### src/rtl/eth_phy_10g_inject_pkg.sv
// Shared types and constants for the 10G sync-header error injector.
package eth_phy_10g_inject_pkg;

   typedef enum logic [1:0] {
      ST_IDLE  = 2'd0,
      ST_RUN   = 2'd1,
      ST_BURST = 2'd2,
      ST_DONE  = 2'd3
   } inj_state_e;

   localparam logic [1:0]  SYNC_DATA = 2'b01;
   localparam logic [1:0]  SYNC_CTRL = 2'b10;
   localparam logic [1:0]  HDR_BAD_A = 2'b11;
   localparam logic [1:0]  HDR_BAD_B = 2'b00;
   localparam logic [15:0] LFSR_TAPS = 16'hB400;

   // Right-shifting Galois step for x^16+x^14+x^13+x^11+1.
   function automatic logic [15:0] lfsr_next(input logic [15:0] cur);
      logic [15:0] shifted;
      shifted = {1'b0, cur[15:1]};
      return cur[0] ? (shifted ^ LFSR_TAPS) : shifted;
   endfunction

endpackage

### src/rtl/eth_phy_10g_inject_lfsr.sv
// Seedable, step-enabled 16-bit Galois LFSR; exposes the low byte used for
// the injection decision.
module eth_phy_10g_inject_lfsr
   import eth_phy_10g_inject_pkg::*;
#(
   parameter logic [15:0] SEED = 16'hACE1
) (
   input  logic       clk,
   input  logic       rst,
   input  logic       load,
   input  logic       step,
   output logic [7:0] rnd
);

   logic [15:0] lfsr_d;
   logic [15:0] lfsr_q;

   // Next-state selection: reload wins over stepping.
   always_comb begin
      lfsr_d = lfsr_q;
      if (load) begin
         lfsr_d = SEED;
      end else if (step) begin
         lfsr_d = lfsr_next(lfsr_q);
      end else begin
         lfsr_d = lfsr_q;
      end
   end

   // LFSR state register.
   always_ff @(posedge clk or posedge rst) begin
      if (rst) begin
         lfsr_q <= SEED;
      end else begin
         lfsr_q <= lfsr_d;
      end
   end

   assign rnd = lfsr_q[7:0];

endmodule

### src/rtl/eth_phy_10g_hdr_err_inject.sv
// SerDes-side 64b/66b sync-header error injector with burst and run control.
// Optional payload corruption is enabled by defining HDR_INJECT_DATA_CORRUPT_EN.
module eth_phy_10g_hdr_err_inject
   import eth_phy_10g_inject_pkg::*;
#(
   parameter int          DATA_WIDTH  = 64,
   parameter int          HDR_WIDTH   = 2,
   parameter int          COUNT_WIDTH = 32,
   parameter logic [15:0] LFSR_SEED   = 16'hACE1
) (
   input  logic                   clk,
   input  logic                   rst,
   input  logic [DATA_WIDTH-1:0]  in_data,
   input  logic [HDR_WIDTH-1:0]   in_hdr,
   input  logic                   in_valid,
   output logic [DATA_WIDTH-1:0]  out_data,
   output logic [HDR_WIDTH-1:0]   out_hdr,
   output logic                   out_valid,
   input  logic                   cfg_enable,
   input  logic [7:0]             cfg_threshold,
   input  logic [7:0]             cfg_burst_len,
   input  logic [COUNT_WIDTH-1:0] cfg_block_count,
`ifdef HDR_INJECT_DATA_CORRUPT_EN
   input  logic [DATA_WIDTH-1:0]  cfg_data_mask,
`endif
   input  logic                   start,
   output logic                   busy,
   output logic                   done,
   output logic                   hdr_inject,
   output logic [COUNT_WIDTH-1:0] inject_count,
   output logic [COUNT_WIDTH-1:0] total_count
);

   localparam logic [COUNT_WIDTH-1:0] CNT_ZERO = {COUNT_WIDTH{1'b0}};
   localparam logic [COUNT_WIDTH-1:0] CNT_ONE  = {{(COUNT_WIDTH-1){1'b0}}, 1'b1};

   function automatic logic [COUNT_WIDTH-1:0] sat_inc(input logic [COUNT_WIDTH-1:0] v);
      return (&v) ? v : (v + CNT_ONE);
   endfunction

   inj_state_e              state_d, state_q;
   logic [7:0]              burst_rem_d, burst_rem_q;
   logic                    toggle_d, toggle_q;
   logic [COUNT_WIDTH-1:0]  inject_count_d, inject_count_q;
   logic [COUNT_WIDTH-1:0]  total_count_d, total_count_q;
   logic [DATA_WIDTH-1:0]   out_data_d, out_data_q;
   logic [HDR_WIDTH-1:0]    out_hdr_d, out_hdr_q;
   logic                    out_valid_d, out_valid_q;
   logic                    hdr_inject_d, hdr_inject_q;
   logic                    busy_d, busy_q;
   logic                    done_d, done_q;
   logic                    lfsr_load_s;
   logic                    lfsr_step_s;
   logic                    inject_s;
   logic [7:0]              lfsr_rnd_s;
   logic [7:0]              burst_len_eff_s;

   eth_phy_10g_inject_lfsr #(
      .SEED (LFSR_SEED)
   ) u_lfsr (
      .clk  (clk),
      .rst  (rst),
      .load (lfsr_load_s),
      .step (lfsr_step_s),
      .rnd  (lfsr_rnd_s)
   );

   assign burst_len_eff_s = (cfg_burst_len == 8'd0) ? 8'd1 : cfg_burst_len;

   // FSM next state, header/payload corruption and run statistics.
   always_comb begin
      state_d        = state_q;
      burst_rem_d    = burst_rem_q;
      toggle_d       = toggle_q;
      inject_count_d = inject_count_q;
      total_count_d  = total_count_q;
      out_data_d     = in_data;
      out_hdr_d      = in_hdr;
      out_valid_d    = in_valid;
      hdr_inject_d   = 1'b0;
      lfsr_load_s    = 1'b0;
      lfsr_step_s    = 1'b0;
      inject_s       = 1'b0;

      if (!cfg_enable) begin
         state_d = ST_IDLE;
      end else if (start) begin
         // A start from any enabled state (re)begins a fresh run.
         state_d        = ST_RUN;
         inject_count_d = CNT_ZERO;
         total_count_d  = CNT_ZERO;
         burst_rem_d    = 8'd0;
         toggle_d       = 1'b0;
         lfsr_load_s    = 1'b1;
      end else begin
         case (state_q)
            ST_RUN, ST_BURST: begin
               if (in_valid) begin
                  lfsr_step_s   = 1'b1;
                  total_count_d = sat_inc(total_count_q);
                  inject_s      = (state_q == ST_BURST) || (lfsr_rnd_s < cfg_threshold);

                  if (inject_s) begin
                     out_hdr_d      = toggle_q ? HDR_BAD_B : HDR_BAD_A;
                     toggle_d       = ~toggle_q;
                     inject_count_d = sat_inc(inject_count_q);
                     hdr_inject_d   = 1'b1;
`ifdef HDR_INJECT_DATA_CORRUPT_EN
                     out_data_d     = in_data ^ cfg_data_mask;
`else
                     out_data_d     = in_data;
`endif
                  end else begin
                     out_hdr_d = in_hdr;
                  end

                  if (state_q == ST_BURST) begin
                     burst_rem_d = burst_rem_q - 8'd1;
                     state_d     = (burst_rem_q <= 8'd1) ? ST_RUN : ST_BURST;
                  end else if (inject_s && (burst_len_eff_s > 8'd1)) begin
                     burst_rem_d = burst_len_eff_s - 8'd1;
                     state_d     = ST_BURST;
                  end else begin
                     state_d = ST_RUN;
                  end

                  // Run-length termination overrides any pending burst.
                  if ((cfg_block_count != CNT_ZERO) && (total_count_d == cfg_block_count)) begin
                     state_d = ST_DONE;
                  end else begin
                     state_d = state_d;
                  end
               end else begin
                  state_d = state_q;
               end
            end
            ST_IDLE, ST_DONE: begin
               state_d = state_q;
            end
            default: begin
               state_d = ST_IDLE;
            end
         endcase
      end

      busy_d = (state_d == ST_RUN) || (state_d == ST_BURST);
      done_d = (state_d == ST_DONE);
   end

   // State, counters and registered outputs.
   always_ff @(posedge clk or posedge rst) begin
      if (rst) begin
         state_q        <= ST_IDLE;
         burst_rem_q    <= 8'd0;
         toggle_q       <= 1'b0;
         inject_count_q <= CNT_ZERO;
         total_count_q  <= CNT_ZERO;
         out_data_q     <= {DATA_WIDTH{1'b0}};
         out_hdr_q      <= {HDR_WIDTH{1'b0}};
         out_valid_q    <= 1'b0;
         hdr_inject_q   <= 1'b0;
         busy_q         <= 1'b0;
         done_q         <= 1'b0;
      end else begin
         state_q        <= state_d;
         burst_rem_q    <= burst_rem_d;
         toggle_q       <= toggle_d;
         inject_count_q <= inject_count_d;
         total_count_q  <= total_count_d;
         out_data_q     <= out_data_d;
         out_hdr_q      <= out_hdr_d;
         out_valid_q    <= out_valid_d;
         hdr_inject_q   <= hdr_inject_d;
         busy_q         <= busy_d;
         done_q         <= done_d;
      end
   end

   assign out_data     = out_data_q;
   assign out_hdr      = out_hdr_q;
   assign out_valid    = out_valid_q;
   assign hdr_inject   = hdr_inject_q;
   assign busy         = busy_q;
   assign done         = done_q;
   assign inject_count = inject_count_q;
   assign total_count  = total_count_q;

endmodule

### config.mk
export PLATFORM = sky130hd
export DESIGN_NAME = eth_phy_10g_hdr_err_inject
export DESIGN_NICKNAME = d
export VERILOG_FILES = /design/src/rtl/eth_phy_10g_inject_pkg.sv /design/src/rtl/eth_phy_10g_inject_lfsr.sv /design/src/rtl/eth_phy_10g_hdr_err_inject.sv
export SDC_FILE = /design/constraint.sdc
export NUM_CORES = 1
export LEC_CHECK = 0
export CORE_UTILIZATION = 52
export DETAILED_ROUTE_END_ITERATION = 8
export PLACE_DENSITY = 0.87
export RECOVER_POWER = 100
export SLEW_MARGIN = 20
export SYNTH_ARGS = -nofsm -noshare
export SYNTH_HDL_FRONTEND = slang
export SYNTH_SLANG_ARGS = --single-unit
### constraint.sdc
create_clock -name clk -period 17.7 [get_ports clk]
set_input_delay 5.31 -clock clk [delete_from_list [all_inputs] [get_ports clk]]
set_output_delay 5.31 -clock clk [all_outputs]
set_load 0.03 [all_outputs]
==> impl_metrics.tcl <==
set metrics [dict create \
    die_height_um 130 \
    dp_hpwl_um 18600 \
    nFillCells 1209 \
    grt_overflow_total 0 \
    synth_nets 1035 \
    cts.clk_slew.worst_paths_ns 0.07 \
    io_pins 253 \
    drt_wl_total_um 26100 \
    dr.first_iter.drc_count 779 \
    fin_nets 1259 \
    insertion_delay_ns 0.43 \
    antenna_left 0 \
    total_leakage_power_nw 4.97 \
    rsz0062_at_grt "false" \
    floorplan.initialDensity_pct 53.4 \
    finalSetupTns_ns 0 \
    cts_tree "done" \
    timing.fmax_mhz 88.2 \
    period_share_pct 64.0 \
    clock-sinks 161 \
    synth_seq_cells 161 \
    drv_cap 5 \
    dr.pass1.iters 5 \
    grt_max_degree 86 \
    crit_fanout 85 \
    cp.required_ns 17.55 \
    outcome "finished with violations" \
    core_area_um2 15900 \
    crit_arrival_ns 11.18 \
    violations "capacitance limit, slew limit" \
    htree_levels 4 \
    syn_area_per_cell_um2 9.44 \
    synth_top_area_share_pct 45.0 \
    cp-start-kind "input port" \
    cts_hold_buf 0 \
    slew_viol_final 256 \
    via_per_inst 6.21 \
    synth_area_leaders "dfrtp_1 (45%), nand2_1 (4.5%), xnor2_1 (3.7%), nand3_1 (3.5%), o21ai_0 (3.1%)" \
    portBuffers 252 \
    drcViolationCount 0 \
    r2r_cells 10 \
    setup_violations 0 \
    wl_per_cell_um 19.3 \
    synth_edf_count 0 \
    hold_path_class "reg2reg" \
    netlist_instances 901 \
    netlist_top_cells_count "dfrtp_1 (153), nand2_1 (101), nand3_1 (59)" \
    vias 8416 \
    clock-skew-final_ns 0.0176 \
    ys.warnings.count 0 \
    async_flop_share_pct 100 \
    antenna_found_initial 1 \
    rows 46 \
    path_class "in2async" \
    fin_crit_ns 11.33 \
    grt_pass1_vias 7935 \
    irDropWorstVdd_mv 0.0693 \
    grt_usage_pct 31.0 \
    post_cts_buffers 0 \
    seq_area_frac_synth_pct 47.5 \
    slew_headroom_pct -145 \
    grt_pass1_wl_um 40200 \
    worst_hold_path.num_cells 2 \
    cts_resized 0 \
    synthDistinctLibCells 65 \
    numCtsBuffers 17 \
    die_w_um 130 \
    end_kind "async pin" \
    ys.flop_type "dfrtp_1" \
    synthMostInstantiatedCell "dfrtp_1" \
    syn_to_final_growth_pct 37.1 \
    clockBufferDepth 2 \
    dieArea_um2 16900 \
    cts_root_buf "clkbuf_16" \
    power.density_nw_per_um2 76.0 \
    fin_util_pct 73.2 \
    worst_pin_slew_ns 3.66 \
    netlist_area_um2 8510 \
    layout-drive-gt1-share_pct 4.83 \
    gp_congestion 0.976 \
    hold_viol 0 \
    synth_area_leader_cell "dfrtp_1" \
]
[per-stage QoR]
step                      cell area (um2)  power [mW]  hold WS [ns]  instances  setup slack, ns
after CTS                           11700       0.898         0.468       1353             9.06
after floorplan                      8510       0.480         0.438        901             8.05
after global placement              11100       0.546         0.451       1321             8.61
final                               11700       0.887         0.467       1355             6.37
after detailed placement            11100       0.549         0.459       1321             8.66
after global routing                11700       0.919         0.512       1355             5.03
[layer usage]
layer  vias up  track usage [%]  wire (um)
met1      4005             39.7      10200
li1       3814                -          -
met5         -                0          0
met4         0             14.4        959
met3        84             7.22       2250
met2       513             50.0      12700
[worst max-delay path, stage by stage]
cell and delay, ns:
dlygate4sd3_1 0.55, clkinvlp_2 2.07, clkbuf_1 0.95, clkbuf_1 2.22
[where the power goes]
group          total (mW)  internal, mW  switching [mW]
clock network       0.349         0.185           0.164
registers           0.399         0.387          0.0125
logic               0.138        0.0574          0.0807
[kinds of logic after synthesis]
kind of cell	share of synthesized area (%)
simple gates	23.0
compound gates	17.3
xor+xnor	4.94
buf+inv	3.82
fa+ha+maj	2.21
mux	1.31
flops	47.5
[area by class of cell]
cell class	count	area, um2	share of cell area [%]
antenna	1	2.50	0.0214
clock buffer	19	433	3.71
clock inverter	13	121	1.04
inverter	28	106	0.911
multi-input combinational	659	4150	35.5
sequential	161	4040	34.6
tap	216	270	2.32
timing repair buffer	258	2550	21.9
[flip-flops by register name, indices dropped and copies added (netlist names), 2 cells and up]
signal         cells
total_count       32
state_q            2
out_data          64
inject_count      32
u_lfsr.lfsr_q     16
out_hdr            2
burst_rem_q        8
[final timing paths]
check                                        startpoint                            to  slack, ns
setup / recovery                                    rst    burst_rem_q[6]$_DFFE_PP0P_       6.37
hold / removal             u_lfsr.lfsr_q[9]$_DFFE_PP0P_  u_lfsr.lfsr_q[8]$_DFFE_PP0P_       0.47
setup reg to reg             total_count[0]$_DFFE_PP0P_                busy$_DFF_PP0_      13.24
hold reg to reg            u_lfsr.lfsr_q[9]$_DFFE_PP0P_  u_lfsr.lfsr_q[8]$_DFFE_PP0P_       0.47
max in group clk                                  start   inject_count[5]$_DFFE_PP0P_       8.16
min in group asynchronous                           rst        out_data[40]$_DFF_PP0_       6.43
[layout by cell type, fill, tap and decap left out, types with 26 or more instances in the layout]
master / n
inv_1: 26
nand2_1: 101
nor2_1: 42
a21oi_1: 49
clkdlybuf4s50_1: 50
o21ai_0: 53
o31ai_1: 27
xnor2_1: 36
nand3_1: 59
dlygate4sd3_1: 202
nand4_1: 28
dfrtp_1: 153
Note: power is estimated with default switching activity, not from simulation.
